===== config.mk =====
export PLATFORM = sky130hd
export DESIGN_NAME = image_sprite_loader
export DESIGN_NICKNAME = d
export VERILOG_FILES = /design/src/rtl/sprite_pkg.sv /design/src/rtl/image_sprite_loader.sv
export SDC_FILE = /design/constraint.sdc
export NUM_CORES = 1
export LEC_CHECK = 0
export ABC_AREA = 1
export BUFFER_PORTS_ARGS = -buffer_cell sky130_fd_sc_hd__clkbuf_2
export CORE_MARGIN = 2
export CORE_UTILIZATION = 35
export DETAILED_ROUTE_END_ITERATION = 8
export SYNTH_ARGS = -nofsm -noshare
export SYNTH_HDL_FRONTEND = slang
export SYNTH_SLANG_ARGS = --single-unit

===== constraint.sdc =====
create_clock -name pixel_clk_in -period 2.6 [get_ports pixel_clk_in]
set_input_delay 0.13 -clock pixel_clk_in [delete_from_list [all_inputs] [get_ports pixel_clk_in]]
set_output_delay 0.13 -clock pixel_clk_in [all_outputs]
set_load 0.03 [all_outputs]

===== src/rtl/sprite_pkg.sv =====
// Shared sprite definitions used by the display path and the image loader.
package sprite_pkg;

   // Default sprite geometry and palette index width.
   localparam int SPRITE_WIDTH      = 256;
   localparam int SPRITE_HEIGHT     = 256;
   localparam int SPRITE_DATA_WIDTH = 8;

   // Loader control states.
   typedef enum logic [1:0] {
      IDLE  = 2'd0,
      LOAD  = 2'd1,
      FLUSH = 2'd2
   } loader_state_t;

   // Counter width that never collapses to zero bits for a dimension of 1.
   function automatic int clog2_min1(input int n);
      return (n > 1) ? $clog2(n) : 1;
   endfunction

endpackage


===== src/rtl/image_sprite_loader.sv =====
// Stream-to-BRAM sprite loader: writes a raster-order palette-index stream
// into port A of the dual-port image BRAM, one write per accepted pixel.
module image_sprite_loader
   import sprite_pkg::*;
#(
   parameter  int WIDTH      = SPRITE_WIDTH,
   parameter  int HEIGHT     = SPRITE_HEIGHT,
   parameter  int DATA_WIDTH = SPRITE_DATA_WIDTH,
   localparam int ADDR_WIDTH = $clog2(WIDTH*HEIGHT)
)(
   input  logic                  pixel_clk_in,
   input  logic                  rst_in,
   input  logic                  start_in,
   input  logic                  pixel_valid_in,
   input  logic [DATA_WIDTH-1:0] pixel_data_in,
   input  logic                  pixel_last_in,
   output logic                  pixel_ready_out,
   output logic [ADDR_WIDTH-1:0] bram_addr_out,
   output logic [DATA_WIDTH-1:0] bram_data_out,
   output logic                  bram_we_out,
   output logic                  busy_out,
   output logic                  done_out,
   output logic                  error_out
);

   localparam int X_W = clog2_min1(WIDTH);
   localparam int Y_W = clog2_min1(HEIGHT);
   localparam logic [ADDR_WIDTH-1:0] LAST_ADDR = ADDR_WIDTH'(WIDTH*HEIGHT-1);
   localparam logic [X_W-1:0]        LAST_X    = X_W'(WIDTH-1);

   loader_state_t r_state, w_state_nxt;

   logic [ADDR_WIDTH-1:0] r_addr_cnt;
   logic [X_W-1:0]        r_x_cnt;
   logic [Y_W-1:0]        r_y_cnt;
   logic [ADDR_WIDTH-1:0] r_addr;
   logic [DATA_WIDTH-1:0] r_data;
   logic                  r_we;
   logic                  r_done;
   logic                  r_error;

   logic w_ready;
   logic w_hs;
   logic w_at_end;
   logic w_term;
   logic w_start;

   assign w_ready  = (r_state == LOAD);
   assign w_hs     = pixel_valid_in & w_ready;
   assign w_at_end = (r_addr_cnt == LAST_ADDR);
   // Frame ends on whichever comes first: geometric end or upstream last.
   assign w_term   = w_hs & (w_at_end | pixel_last_in);
   assign w_start  = (r_state == IDLE) & start_in;

   // State register.
   always_ff @(posedge pixel_clk_in) begin
      if (rst_in) r_state <= IDLE;
      else        r_state <= w_state_nxt;
   end

   // Next-state logic; FLUSH is a single cycle carrying the final write.
   always_comb begin
      w_state_nxt = r_state;
      case (r_state)
         IDLE:    if (start_in) w_state_nxt = LOAD;
         LOAD:    if (w_term)   w_state_nxt = FLUSH;
         FLUSH:   w_state_nxt = IDLE;
         default: w_state_nxt = IDLE;
      endcase
   end

   // Raster counters, registered write port, done pulse and sticky error.
   always_ff @(posedge pixel_clk_in) begin
      if (rst_in) begin
         r_addr_cnt <= '0;
         r_x_cnt    <= '0;
         r_y_cnt    <= '0;
         r_addr     <= '0;
         r_data     <= '0;
         r_we       <= 1'b0;
         r_done     <= 1'b0;
         r_error    <= 1'b0;
      end else begin
         r_we   <= w_hs;
         r_done <= (r_state == FLUSH);
         if (w_start) begin
            r_addr_cnt <= '0;
            r_x_cnt    <= '0;
            r_y_cnt    <= '0;
            r_error    <= 1'b0;
         end else if (w_hs) begin
            // Address and data hold between handshakes; only the strobe drops.
            r_addr     <= r_addr_cnt;
            r_data     <= pixel_data_in;
            r_addr_cnt <= r_addr_cnt + 1'b1;
            if (r_x_cnt == LAST_X) begin
               r_x_cnt <= '0;
               r_y_cnt <= r_y_cnt + 1'b1;
            end else begin
               r_x_cnt <= r_x_cnt + 1'b1;
            end
            // Early last, or no last on the final pixel, is a length mismatch.
            if (w_term && (w_at_end != pixel_last_in)) r_error <= 1'b1;
         end
      end
   end

   // While loading, the linear address must track the x/y raster position.
   assert property (@(posedge pixel_clk_in) disable iff (rst_in)
      (r_state == LOAD) |-> (int'(r_addr_cnt) == int'(r_y_cnt)*WIDTH + int'(r_x_cnt)));

   assign pixel_ready_out = w_ready;
   assign busy_out        = (r_state != IDLE);
   assign bram_addr_out   = r_addr;
   assign bram_data_out   = r_data;
   assign bram_we_out     = r_we;
   assign done_out        = r_done;
   assign error_out       = r_error;

endmodule

After elaboration in Yosys (flattened, before gate mapping)

Cells that the tools add are included.
W data, S select, Z words.

Muxes and demuxes: 3
Div/mod/pow operators: 0
Shifts and indexed selects: 0
$mul: 0
Equal/unequal tests: 6
Add/sub/neg operators: 1
Magnitude comparators: 0
Reductions and logical operators: 7
Bitwise gates (word level): 5

Operators by type and width:

| kind                    | count |
|---|---|
| $add A16 B1 Y16 const B | 1 |
| $eq A16 B16 Y1 const B  | 1 |
| $reduce_and A2 Y1       | 3 |
| $mux W2                 | 2 |
| $pmux W2 S2             | 1 |
| $and A1 B1 Y1           | 3 |
| $eq A2 B1 Y1 const B    | 1 |
| $eq A2 B2 Y1 const B    | 1 |
| $logic_not A2 Y1        | 1 |
| $ne A2 B1 Y1 const B    | 1 |
| $ne A2 B2 Y1 const B    | 1 |
| $reduce_bool A2 Y1      | 1 |
| $reduce_or A2 Y1        | 1 |
| $logic_and A1 B1 Y1     | 1 |
| $ne A1 B1 Y1            | 1 |
| $not A1 Y1              | 1 |
| $or A1 B1 Y1            | 1 |

Memories kept: 0
Register bits: 45
Bits in writable memories: 0
Bits in latches: 0
Bits in read-only memories: 0
Logic and storage cells: 29
Input bits: 13

Depth between registers and ports, before layout

Gate-level depths: netlist of run 1.

Word-level depth: 5
Gate-level depth with buffers: 8
Mapped depth without buffers: 8

Worst setup path before layout of run 1

OpenSTA, ideal clock, no wires.

Path kind: reg-to-reg
Start: reg r_addr_cnt[0]
End: reg r_error (netlist: error_out)
Buffers on the path: 0
Cell stages (with the launch flop): 8
Data required time: 2.485 ns
Data arrival time: 1.452 ns
Path slack: 1.033 ns
Cells stage by stage: dfxtp_1 -> ha_1 -> nand3_1 -> nor4_1 -> nand3_1 -> ha_1 -> nor3b_1 -> o21a_1

Word-level cells in the longest chain between the ends: 5
Elaborated cells between the ends (all ways): 6
Classes of those cells: eq/ne: 2; bitwise: 2; reduce/logical: 2

RTL lines:

| item                                   | RTL line                   | text |
|---|---|---|
| start, declared                        | image_sprite_loader.sv:33  | `logic [ADDR_WIDTH-1:0] r_addr_cnt;` |
| start signal, assigned                 | image_sprite_loader.sv:95  | `r_addr_cnt <= r_addr_cnt + 1'b1;` |
| $eq A16 B16 Y1 (*)                     | image_sprite_loader.sv:50  | `assign w_at_end = (r_addr_cnt == LAST_ADDR);` |
| $or A1 B1 Y1                           | image_sprite_loader.sv:52  | `assign w_term = w_hs & (w_at_end \| pixel_last_in);` |
| $and A1 B1 Y1                          | image_sprite_loader.sv:52  |  |
| $logic_and A1 B1 Y1 (*)                | image_sprite_loader.sv:103 | `if (w_term && (w_at_end != pixel_last_in)) r_error <= 1'b1;` |
| $reduce_and A2 Y1 (no source line) (*) | n/a                        |  |
| end signal, assigned                   | image_sprite_loader.sv:82  | `r_error <= 1'b0;` |
| end signal, assigned                   | image_sprite_loader.sv:90  | `r_error <= 1'b0;` |
| end signal, assigned                   | image_sprite_loader.sv:103 |  |
| end, declared                          | image_sprite_loader.sv:40  | `logic r_error;` |

Mark *: on every way between the ends. The rest lies on a longest branch, timed or not.
A chain may end at the register's enable or synchronous reset.

Worst setup path after layout of run 1

Ends and elaborated chain as after synthesis.

==> reports/qor.yml, run 1 <==
setup_path:
  required_ns: 2.79
  setup.worst_path.class: "reg2reg"
  path_cells: "ha_1 -> nand3_1 -> nor4_1 -> nand3_1 -> ha_1 -> nor3b_1 -> o21a_1"
  critPathLaunchType: "flip-flop"
  crit_arrival_ns: 1.98
  slowest_delay_ns: 0.38
  end_kind: "flip-flop"
  critPathBufInv: 0
  slowest_stage: "dfxtp_1"
  cp_max_fo: 4
  crit_family: "simple AND/OR/NAND/NOR gates"
yosys:
  yosys_warnings: 0
  synth_top_area_share_pct: 49.3
  synth_area_leaders: "dfxtp_1, nand2_1, a21oi_1"
  ys_seq_area_share_pct: 49.3
  synth_cells: 242
  synth_area_um2: 1830
  synth-seq-cells: 45
  synthDistinctLibCells: 22
  synth.avg_cell_area_um2: 7.55
  netlist.top_cell.by_area: "dfxtp_1"
  synthesis.nets: 257
final_layout:
  filler_cell_count: 533
  fin_area_um2: 2180
  diodes: 0
  layout-drive-gt1-share_pct: 18.8
  ff_latch_area_um2: 901
  fin_nets: 296
  area_growth_pct: 19.5
  utilization_pct: 43.0
  final_common_cell: "nand2_1"
  multi_input_area_um2: 791
  layout_common_cells: "nand2_1, dfxtp_1, clkbuf_2, a21oi_1, nor2_1"
detailed_routing:
  vias: 1611
  firstDrtPassIters: 5
  drt-total-wl_um: 3800
  ant_nets: 0
  routedWlPerCell_um: 10.8
  drc: 0
  vias_per_cell: 4.58
  first_iter_violations: 41
sta:
  finalClockSkew_ns: 0.00556
  maxSlewHeadroom_pct: 68.4
  tightest_slew_ns: 0.474
  fin_setup_tns_ns: 0
  fin_crit_ns: 1.79
  setup_viol: 0
  fmax_ghz: 0.560
  rsz0062_at_grt: "false"
  min_period_over_period_pct: 68.7
  hold_violations: 0
  drv_slew: 0
  whs_ns: 0.0653
grt:
  antenna_found_initial: 0
  grt_pass1_wl_um: 6580
  grt_pass1_vias: 1389
  track_usage_pct: 13.8
  grt_remaining_overflow: 0
  grt_max_degree: 32
cts:
  clkSinkCount: 45
  clk_latency_ns: 0.29
  cts-resized-gates: 0
  cts_setup_buffers: 0
  cts_buffers: 5
  cts_hold_buf: 0
  htreeDepth: 2
  clk_path_buf_depth: 2
  tritoncts: "yes"
  clk_pin_slew_ns: 0.08
  clockRootBuffer: "clkbuf_8"
die:
  core_um2: 5070
  die_area_um2: 5810
  ios: 42
  die_h_um: 76.2
  die_w_um: 76.2
  start_util_pct: 36.0
  num_rows: 26
power:
  p_per_area_nw_per_um2: 621
  ir_drop_mv: 0.184
  leakage_nw: 0.868
worst_hold_path:
  hp-class: "in2reg"
placement:
  hpwl_um: 2750
  gp_routability_congestion: 0.783
  port-buffer-count: 41
  placed_area_um2: 2070
status:
  status: "complete, no violations"
flow_run:
  max_cap_violations: 0
[final timing paths]
check / from / to / slack [ns] / depth (start not counted)
worst max-delay path: r_addr_cnt[0] / error_out / 0.81 / 7
worst min-delay path: pixel_data_in[7] / bram_data_out[7] / 0.07 / 3
worst max register to register: r_addr_cnt[0] / error_out / 0.81 / 7
worst min register to register: bram_addr_out[7] / bram_addr_out[7] / 0.47 / 2
[through the flow]
| stage | worst slack [ns] | std cells | power (mW) |
|---|---|---|---|
| 4_1_cts | 0.816 | 352 | 1.38 |
| 3_3_place_gp | 0.942 | 344 | 0.843 |
| 2_1_floorplan | 1.03 | 242 | 0.808 |
| 5_1_grt | 0.693 | 352 | 1.43 |
| 6_report | 0.813 | 352 | 1.36 |
| 3_5_place_dp | 0.841 | 344 | 0.843 |
[flip-flops by register name, indices dropped and copies added, names as in the netlist]
register / count
bram_addr_out: 16
r_addr_cnt: 16
bram_data_out: 8
r_state: 2
bram_we_out: 1
done_out: 1
error_out: 1
[Yosys cell counts, drive strengths merged]
cell / n
xor2: 1
dfxtp: 45
nand2: 72
ha: 2
o21ai: 8
nor3b: 1
inv: 20
nand4: 5
nor3: 2
nand3: 11
a21oi: 36
nor4: 1
o21a: 2
nor2: 22
xnor2: 1
nand3b: 3
buf: 8
clkbuf: 2
[report_power, final]
part | total (mW) | internal, mW | switching, mW
clock network | 0.532 | 0.313 | 0.219
logic | 0.113 | 0.0317 | 0.0813
registers | 0.712 | 0.703 | 0.00880
total | 1.36 | 1.05 | 0.309
[layer usage]
metal	up-vias	routed length [um]	global-route usage, %
met5	-	0	0
met2	38	1730	21.2
li1	861	-	-
met3	2	182	4.38
met1	710	1880	18.2
met4	0	5	4.91
[area by class of cell]
cell class / count / share of cell area (%)
flip-flops and latches: 45 / 41.3
clock inverters: 1 / 1.38
inverters: 20 / 3.44
well taps: 70 / 4.01
multi-input cells: 167 / 36.2
clock buffers: 7 / 3.95
repair buffers: 42 / 9.74
[worst register-to-register path: stages, from the launching register on]
cell     delay [ns]
dfxtp_1        0.38
ha_1           0.18
nand3_1        0.15
nor4_1         0.26
nand3_1        0.14
ha_1           0.28
nor3b_1        0.13
o21a_1         0.17
[logic make-up after synthesis]
logic type / Yosys count / share of synthesized area, %
flops: 45 / 49.3
compound gates: 46 / 12.9
fa+ha+maj: 2 / 1.37
xor+xnor: 2 / 0.959
buf+inv: 30 / 7.40
simple gates: 117 / 28.1
Power figures use the tool's default switching activity.
==> run 2: changes to the inputs <==
==> constraint.sdc (replaced) <==
create_clock -name pixel_clk_in -period 1.8 [get_ports pixel_clk_in]
set_input_delay 0.09 -clock pixel_clk_in [delete_from_list [all_inputs] [get_ports pixel_clk_in]]
set_output_delay 0.09 -clock pixel_clk_in [all_outputs]
set_load 0.03 [all_outputs]
==> reports/qor.yml, run 2 (same netlist as run 1, synthesis figures left out) <==
final_layout:
  filler_cell_count: 552  # +3.6%
  layout_common_cells: "nand2_1, dfxtp_1, clkbuf_2, a21oi_1, nor2_1"
  fin_nets: 302  # +2.0%
  area_growth_pct: 20.8
  final_common_cell: "nand2_1"
  diodes: 0  # unchanged
  layout-drive-gt1-share_pct: 21.3  # +2.5 points
cts:
  clkSinkCount: 45  # unchanged
  clk_latency_ns: 0.29  # about the same
  clk_path_buf_depth: 2  # unchanged
  clk_pin_slew_ns: 0.08  # about the same
  cts_hold_buf: 0  # unchanged
  cts_buffers: 5  # unchanged
  htreeDepth: 2  # unchanged
  clockRootBuffer: "clkbuf_8"
  tritoncts: "yes"
sta:
  fin_setup_tns_ns: 0  # unchanged
  finalClockSkew_ns: 0.00192  # -0.00364 ns
  hold_violations: 0  # unchanged
  setup_viol: 0  # unchanged
  whs_ns: 0.0169  # -0.0484 ns
  tightest_slew_ns: 0.333  # -0.141 ns
  fmax_ghz: 0.611  # +9.2%
  fin_crit_ns: 1.64  # -0.150 ns
  drv_slew: 0  # unchanged
  maxSlewHeadroom_pct: 77.8  # +9.4 points
  min_period_over_period_pct: 90.9  # +22 points
  rsz0062_at_grt: "false"
grt:
  grt_pass1_wl_um: 6840  # +4.0%
  grt_pass1_vias: 1511  # +8.8%
  track_usage_pct: 14.6  # +0.82 points
  antenna_found_initial: 0  # unchanged
  grt_remaining_overflow: 0  # unchanged
  grt_max_degree: 23  # -28%
detailed_routing:
  drc: 0  # unchanged
  drt-total-wl_um: 3910  # +2.7%
  routedWlPerCell_um: 10.9  # +1.3%
  route.top_layer_used: "met4"
  ant_nets: 0  # unchanged
  vias_per_cell: 4.62  # +1.0%
  wl_met2_um: 1730  # +0.17%
  vias: 1651  # +2.5%
  wl_met1_um: 1920  # +2.0%
  first_iter_violations: 78  # +90%
  met3_length_um: 187  # +2.7%
  firstDrtPassIters: 4  # -1
die:
  num_rows: 26  # unchanged
  die_h_um: 76.2  # unchanged
  die_w_um: 76.2  # unchanged
  die_area_um2: 5810  # unchanged
  ios: 42  # unchanged
  core_um2: 5070  # unchanged
  start_util_pct: 36.0  # unchanged
setup_path:
  cp_max_fo: 4  # unchanged
  end_kind: "flip-flop"
  crit_arrival_ns: 1.83  # -0.15 ns
  required_ns: 2.00  # -0.79 ns
  path_cells: "ha_1 -> nand3_1 -> nor4_2 -> nand3_1 -> ha_1 -> nor3b_1 -> o21a_1"
  crit_family: "simple AND/OR/NAND/NOR gates"
  critPathBufInv: 0  # unchanged
  slowest_delay_ns: 0.36  # -0.02 ns
  critPathLaunchType: "flip-flop"
  slowest_stage: "dfxtp_2"
  setup.worst_path.class: "reg2reg"
power:
  leakage_nw: 0.886  # +2.0%
  ir_drop_mv: 0.268  # +45%
  p_per_area_nw_per_um2: 825  # +33%
flow_run:
  max_cap_violations: 0  # unchanged
status:
  status: "complete, no violations"
worst_hold_path:
  hp-class: "in2reg"
placement:
  gp_routability_congestion: 0.779  # -0.49%
  port-buffer-count: 41  # unchanged
  hpwl_um: 2820  # +2.5%
## run 2: path summary, 6_finish.rpt
check / cells past startpoint / start / slack, ns / end
min: 3 / pixel_data_in[6] / 0.02 / bram_data_out[6]
min reg2reg: 2 / bram_data_out[3] / 0.47 / bram_data_out[3]
max: 7 / r_addr_cnt[0] / 0.16 / error_out
max reg2reg: 7 / r_addr_cnt[0] / 0.16 / error_out
## run 2: power by group
group	switching [mW]	internal, mW
sequential	0.0122	1.02
clock	0.317	0.305
combinational	0.120	0.0512
## run 2: cell type report
cell class	instances	area, um2	share of cell area [%]
multi-input combinational	167	797	36.1
timing repair buffer	48	258	11.7
tap	70	87.6	3.97
sequential	45	903	40.9
inverter	20	75.1	3.40
clock buffer	7	86.3	3.91
## run 2: routing by layer
metal / global-route usage (%) / up-vias
met5: 0 / -
met4: 5.45 / 0
met3: 4.74 / 6
met2: 23.5 / 38
met1: 18.3 / 735
li1: - / 872
## run 2: repair_timing
item | CTS | global route
setup endpoints to repair | 0 | 3
buffers inserted | 0 | 0
gates resized for setup | 0 | 3
## run 2: worst min-delay path, stage by stage
cell and delay, ns:
clkbuf_2 0.08, nand2_1 0.05, a21oi_1 0.05
## run 2: per-stage QoR
| step | instances | setup slack (ns) | power (mW) | cell area [um2] | util (%) |
|---|---|---|---|---|---|
| final | 357 | 0.164 | 1.82 | 2210 | 43.5 |
| after global routing | 357 | 0.0239 | 1.92 | 2210 | 43.5 |
| after CTS | 357 | 0.0341 | 1.84 | 2200 | 43.3 |
| after detailed placement | 350 | 0.0604 | 1.22 | 2110 | 41.6 |
| after global placement | 350 | 0.148 | 1.22 | 2110 | 41.6 |
| after floorplan | 242 | 0.233 | 1.17 | 1830 | - |
